<file path="src/rtl/concat.sv">
// concat: registered {feature, context2} join with a 2-entry ready/valid skid buffer
module concat #(
  parameter int FEATURE_WIDTH = 128,
  parameter int CONTEXT_WIDTH = 384
) (
  input  logic                                   clk,
  input  logic                                   rst,
  input  logic                                   in_valid,
  output logic                                   in_ready,
  input  logic [FEATURE_WIDTH-1:0]               feature,
  input  logic [CONTEXT_WIDTH-1:0]               context2,
  output logic                                   out_valid,
  input  logic                                   out_ready,
  output logic [FEATURE_WIDTH+CONTEXT_WIDTH-1:0] concat_out
);
  localparam int TOTAL_WIDTH = FEATURE_WIDTH + CONTEXT_WIDTH;
  logic                   skid_valid;
  logic [TOTAL_WIDTH-1:0] skid_data;
  logic [TOTAL_WIDTH-1:0] word;
  logic                   in_fire;
  logic                   out_free;
  // in_ready comes straight from the skid flop, so no input reaches an output combinationally
  always_comb begin
    word     = {feature, context2};
    in_ready = !skid_valid;
    in_fire  = in_valid && in_ready;
    out_free = !out_valid || out_ready;
  end
  // output stage drains the skid word first; a stalled accept parks in the skid register
  always_ff @(posedge clk) begin
    if (rst) begin
      out_valid  <= 1'b0;
      concat_out <= '0;
      skid_valid <= 1'b0;
      skid_data  <= '0;
    end else if (out_free) begin
      out_valid  <= skid_valid || in_fire;
      concat_out <= skid_valid ? skid_data : in_fire ? word : concat_out;
      skid_valid <= 1'b0;
    end else if (in_fire) begin
      skid_data  <= word;
      skid_valid <= 1'b1;
    end
  end
endmodule

</file>
<file path="config.mk">
export PLATFORM = sky130hd
export DESIGN_NAME = concat
export DESIGN_NICKNAME = d
export VERILOG_FILES = /design/src/rtl/concat.sv
export SDC_FILE = /design/constraint.sdc
export NUM_CORES = 2
export LEC_CHECK = 0
export BUFFER_PORTS_ARGS = -buffer_cell sky130_fd_sc_hd__buf_2
export CAP_MARGIN = 20
export CORE_AREA = 2 2 404 406
export DETAILED_ROUTE_END_ITERATION = 12
export DIE_AREA = 0 0 406 408
export PLACE_DENSITY_LB_ADDON = 0.3
export SLEW_MARGIN = 0
export SYNTH_ARGS = -nofsm -noshare
export SYNTH_HDL_FRONTEND = slang
export SYNTH_SLANG_ARGS = --single-unit
</file>
<file path="constraint.sdc">
create_clock -name clk -period 3.27 [get_ports clk]
set_input_delay 0.1635 -clock clk [delete_from_list [all_inputs] [get_ports clk]]
set_output_delay 0.1635 -clock clk [all_outputs]
set_load 0.01 [all_outputs]
</file>
==> summary.txt <==
Number of remaining DRC errors: 0
Hold_sp: out_ready
Worst-path clk slew: 0.06 ns
Slew at the pin closest to its max-slew limit: 1.06 ns
Largest net degree at the start of global routing: 165
P_leak: 22.0 nW
Design Area, Final: 59900 um^2
Outcome: finished, final reports clean
R2r startpoint: skid_valid$_SDFFE_PP0P_
CP delay by family, top: buffers and inverters
Final Hold Viols: 0
CTS sink cnt: 1026
Design Power: 0.0316 W
Tcrit/Tclk final: 0.797
Crit path max fanout: 48
Yosys reg bits: 1026
Worst path max stage delay: 0.56 ns
Hold Slack: 0.0886 ns
HPWL Detailed: 106000 um
First-pass GRT wire length: 241000 um
Final min period: 2.61 ns
Cts bufs inserted: 117
Routed WL: 161000 um
Overall via count from detail_route: 39300
Syn Nets: 5079
Worst setup path startpoint: skid_valid$_SDFFE_PP0P_
Port bufs: 1029
Setup Fix Bufs, Post-CTS: 0
Min-delay worst type: in -> reg
Max Cap Viol: 0
Die height: 408 um
Sum Neg Setup Slack: 0 ns
CP arrival: 3.29 ns
Global route total overflow: 0
Starting DRT DRC Count: 2580
Worst-path cell with the longest stage delay: dlygate4sd3_1
Yosys warns: 0
Area growth, synth to finish: 38.6%
Ratio of cells with drive above 1 in the final layout: 0.299
Initial core utilization: 0.267
Worst endpoint required time: 3.95 ns
Syn avg cell area: 9.47 um^2
Post-Syn Instances: 4563
Sequential area share after synthesis: 0.475
Root Buffer: clkbuf_16
Highest clock rate: 384 MHz
Worst path bufs/invs: 3
Initial antenna violation count: 13
Total track usage: 0.184
Library cells used by synthesis: 18
H-tree depth: 3
IO Pins: 1030
Vias in the first global route: 38800
Slew Limit Headroom: 0.293
CP Capture Type: register
Clk_lat worst skew: 0.77 ns
Wirelength per Cell: 19.6 um
Final slew viol count: 0
Peak VDD IR: 0.425 mV
Detailed-router iteration count before antenna repair: 8
Antenna Nets Post-Route: 0
GP Congestion: 0.827
Cell chain of the critical path: nor4bb_4, buf_12, buf_4, nand2_1, a21oi_1, dlygate4sd3_1
Core area: 162000 um^2
Die footprint: 166000 um^2
CTS tree: built
Layout fillers: 16300
Clock buffer depth: 3
Post-placement cell area: 50300 um^2
Cell area after synthesis: 43200 um^2
Setup crit start kind: register
Final setup violation count: 0
Pwr dens: 527 nW/um^2
Setup CP Type: reg -> reg
Vias/cell: 4.78
Clk_skew: 0.0558 ns
Unrepaired setup endpoints after global routing: no
Cell row count: 148
Die extent in x: 406 um
Final net count: 6457
registers in the layout, summed over array words and instances (netlist names):
name and count:
out_valid 1, skid_valid 1, concat_out 512, skid_data 512
placed cells by master (no fill, tap or decap), drive strengths merged, types with 8 or more instances in the layout:
master	count
clkbuf	179
nand2	1024
diode	12
dfxtp	1026
a21oi	1025
buf	1144
dlygate4sd3	571
a211oi	512
clkinv	15
mux2i	512
inv	8
path summary, 6_finish.rpt:
check	end	slack, ns	depth (start not counted)
max	skid_data[40]$_SDFFE_PP0P_	0.66	6
min	skid_data[428]$_SDFFE_PP0P_	0.09	5
max reg2reg	skid_data[40]$_SDFFE_PP0P_	0.66	6
min reg2reg	skid_data[229]$_SDFFE_PP0P_	0.45	2
per-layer routing:
layer / GRT usage / up-vias / wire length, um
li1: - / 18800 / -
met1: 0.223 / 19100 / 66800
met2: 0.308 / 1151 / 77000
met3: 0.0517 / 283 / 11700
met4: 0.0679 / 2 / 5540
met5: 0 / - / 16
Yosys cell counts:
library cell	count	area (um^2)
a211oi_1	32	240
a211oi_2	480	6010
a21oi_1	1025	5130
and2_1	1	6.26
buf_1	2	7.51
buf_2	134	671
buf_6	53	597
clkbuf_1	267	1000
dfxtp_1	1026	20500
inv_2	1	3.75
mux2i_1	512	5120
nand2_1	1024	3840
nand2b_1	1	6.26
nand4bb_1	1	11.3
nor2_1	1	3.75
nor3_1	1	5.00
nor4bb_1	1	10.0
or2_1	1	6.26
metrics by stage:
| step | cells | setup slack [ns] | util |
|---|---|---|---|
| after floorplan | 4563 | 1.78 | - |
| after global placement | 7426 | 0.936 | 0.311 |
| after detailed placement | 7426 | 0.890 | 0.311 |
| after CTS | 8205 | 0.625 | 0.370 |
| after global routing | 8217 | 0.512 | 0.370 |
| final | 8217 | 0.664 | 0.370 |
repair_timing:
| item | 4_1_cts | 5_1_grt |
|---|---|---|
| endpoints found under the hold margin | 1026 | 0 |
| resized for setup | 0 | 0 |
| hold buffers | 571 | 0 |
area by class of cell:
cell class | count | area [um^2] | area share
diodes | 12 | 30.0 | 0.000501
well taps | 2175 | 2720 | 0.0454
clock inverters | 29 | 455 | 0.00761
flip-flops and latches | 1026 | 20500 | 0.343
repair buffers | 1715 | 12300 | 0.205
multi-input cells | 3080 | 20400 | 0.341
inverters | 1 | 3.75 | 0.0000627
clock buffers | 179 | 3390 | 0.0566
cells by family after synthesis:
group,share of synthesized area
AOI/OAI and AO/OA,0.263
and+or+nand+nor,0.0901
DFF,0.475
muxes,0.119
buffers and inverters,0.0528
tightest hold or removal path: stages:
cell      delay, ns
buf_2          0.13
nor4bb_4       0.08
buf_12         0.16
nand2_1        0.11
a21oi_1        0.05
report_power, final:
group	switching, W	internal [W]
Clock	0.00568	0.00756
Combinational	0.00273	0.00201
Sequential	0.000391	0.0132
Total	0.00880	0.0228
Note: power is estimated with default switching activity, not from simulation.
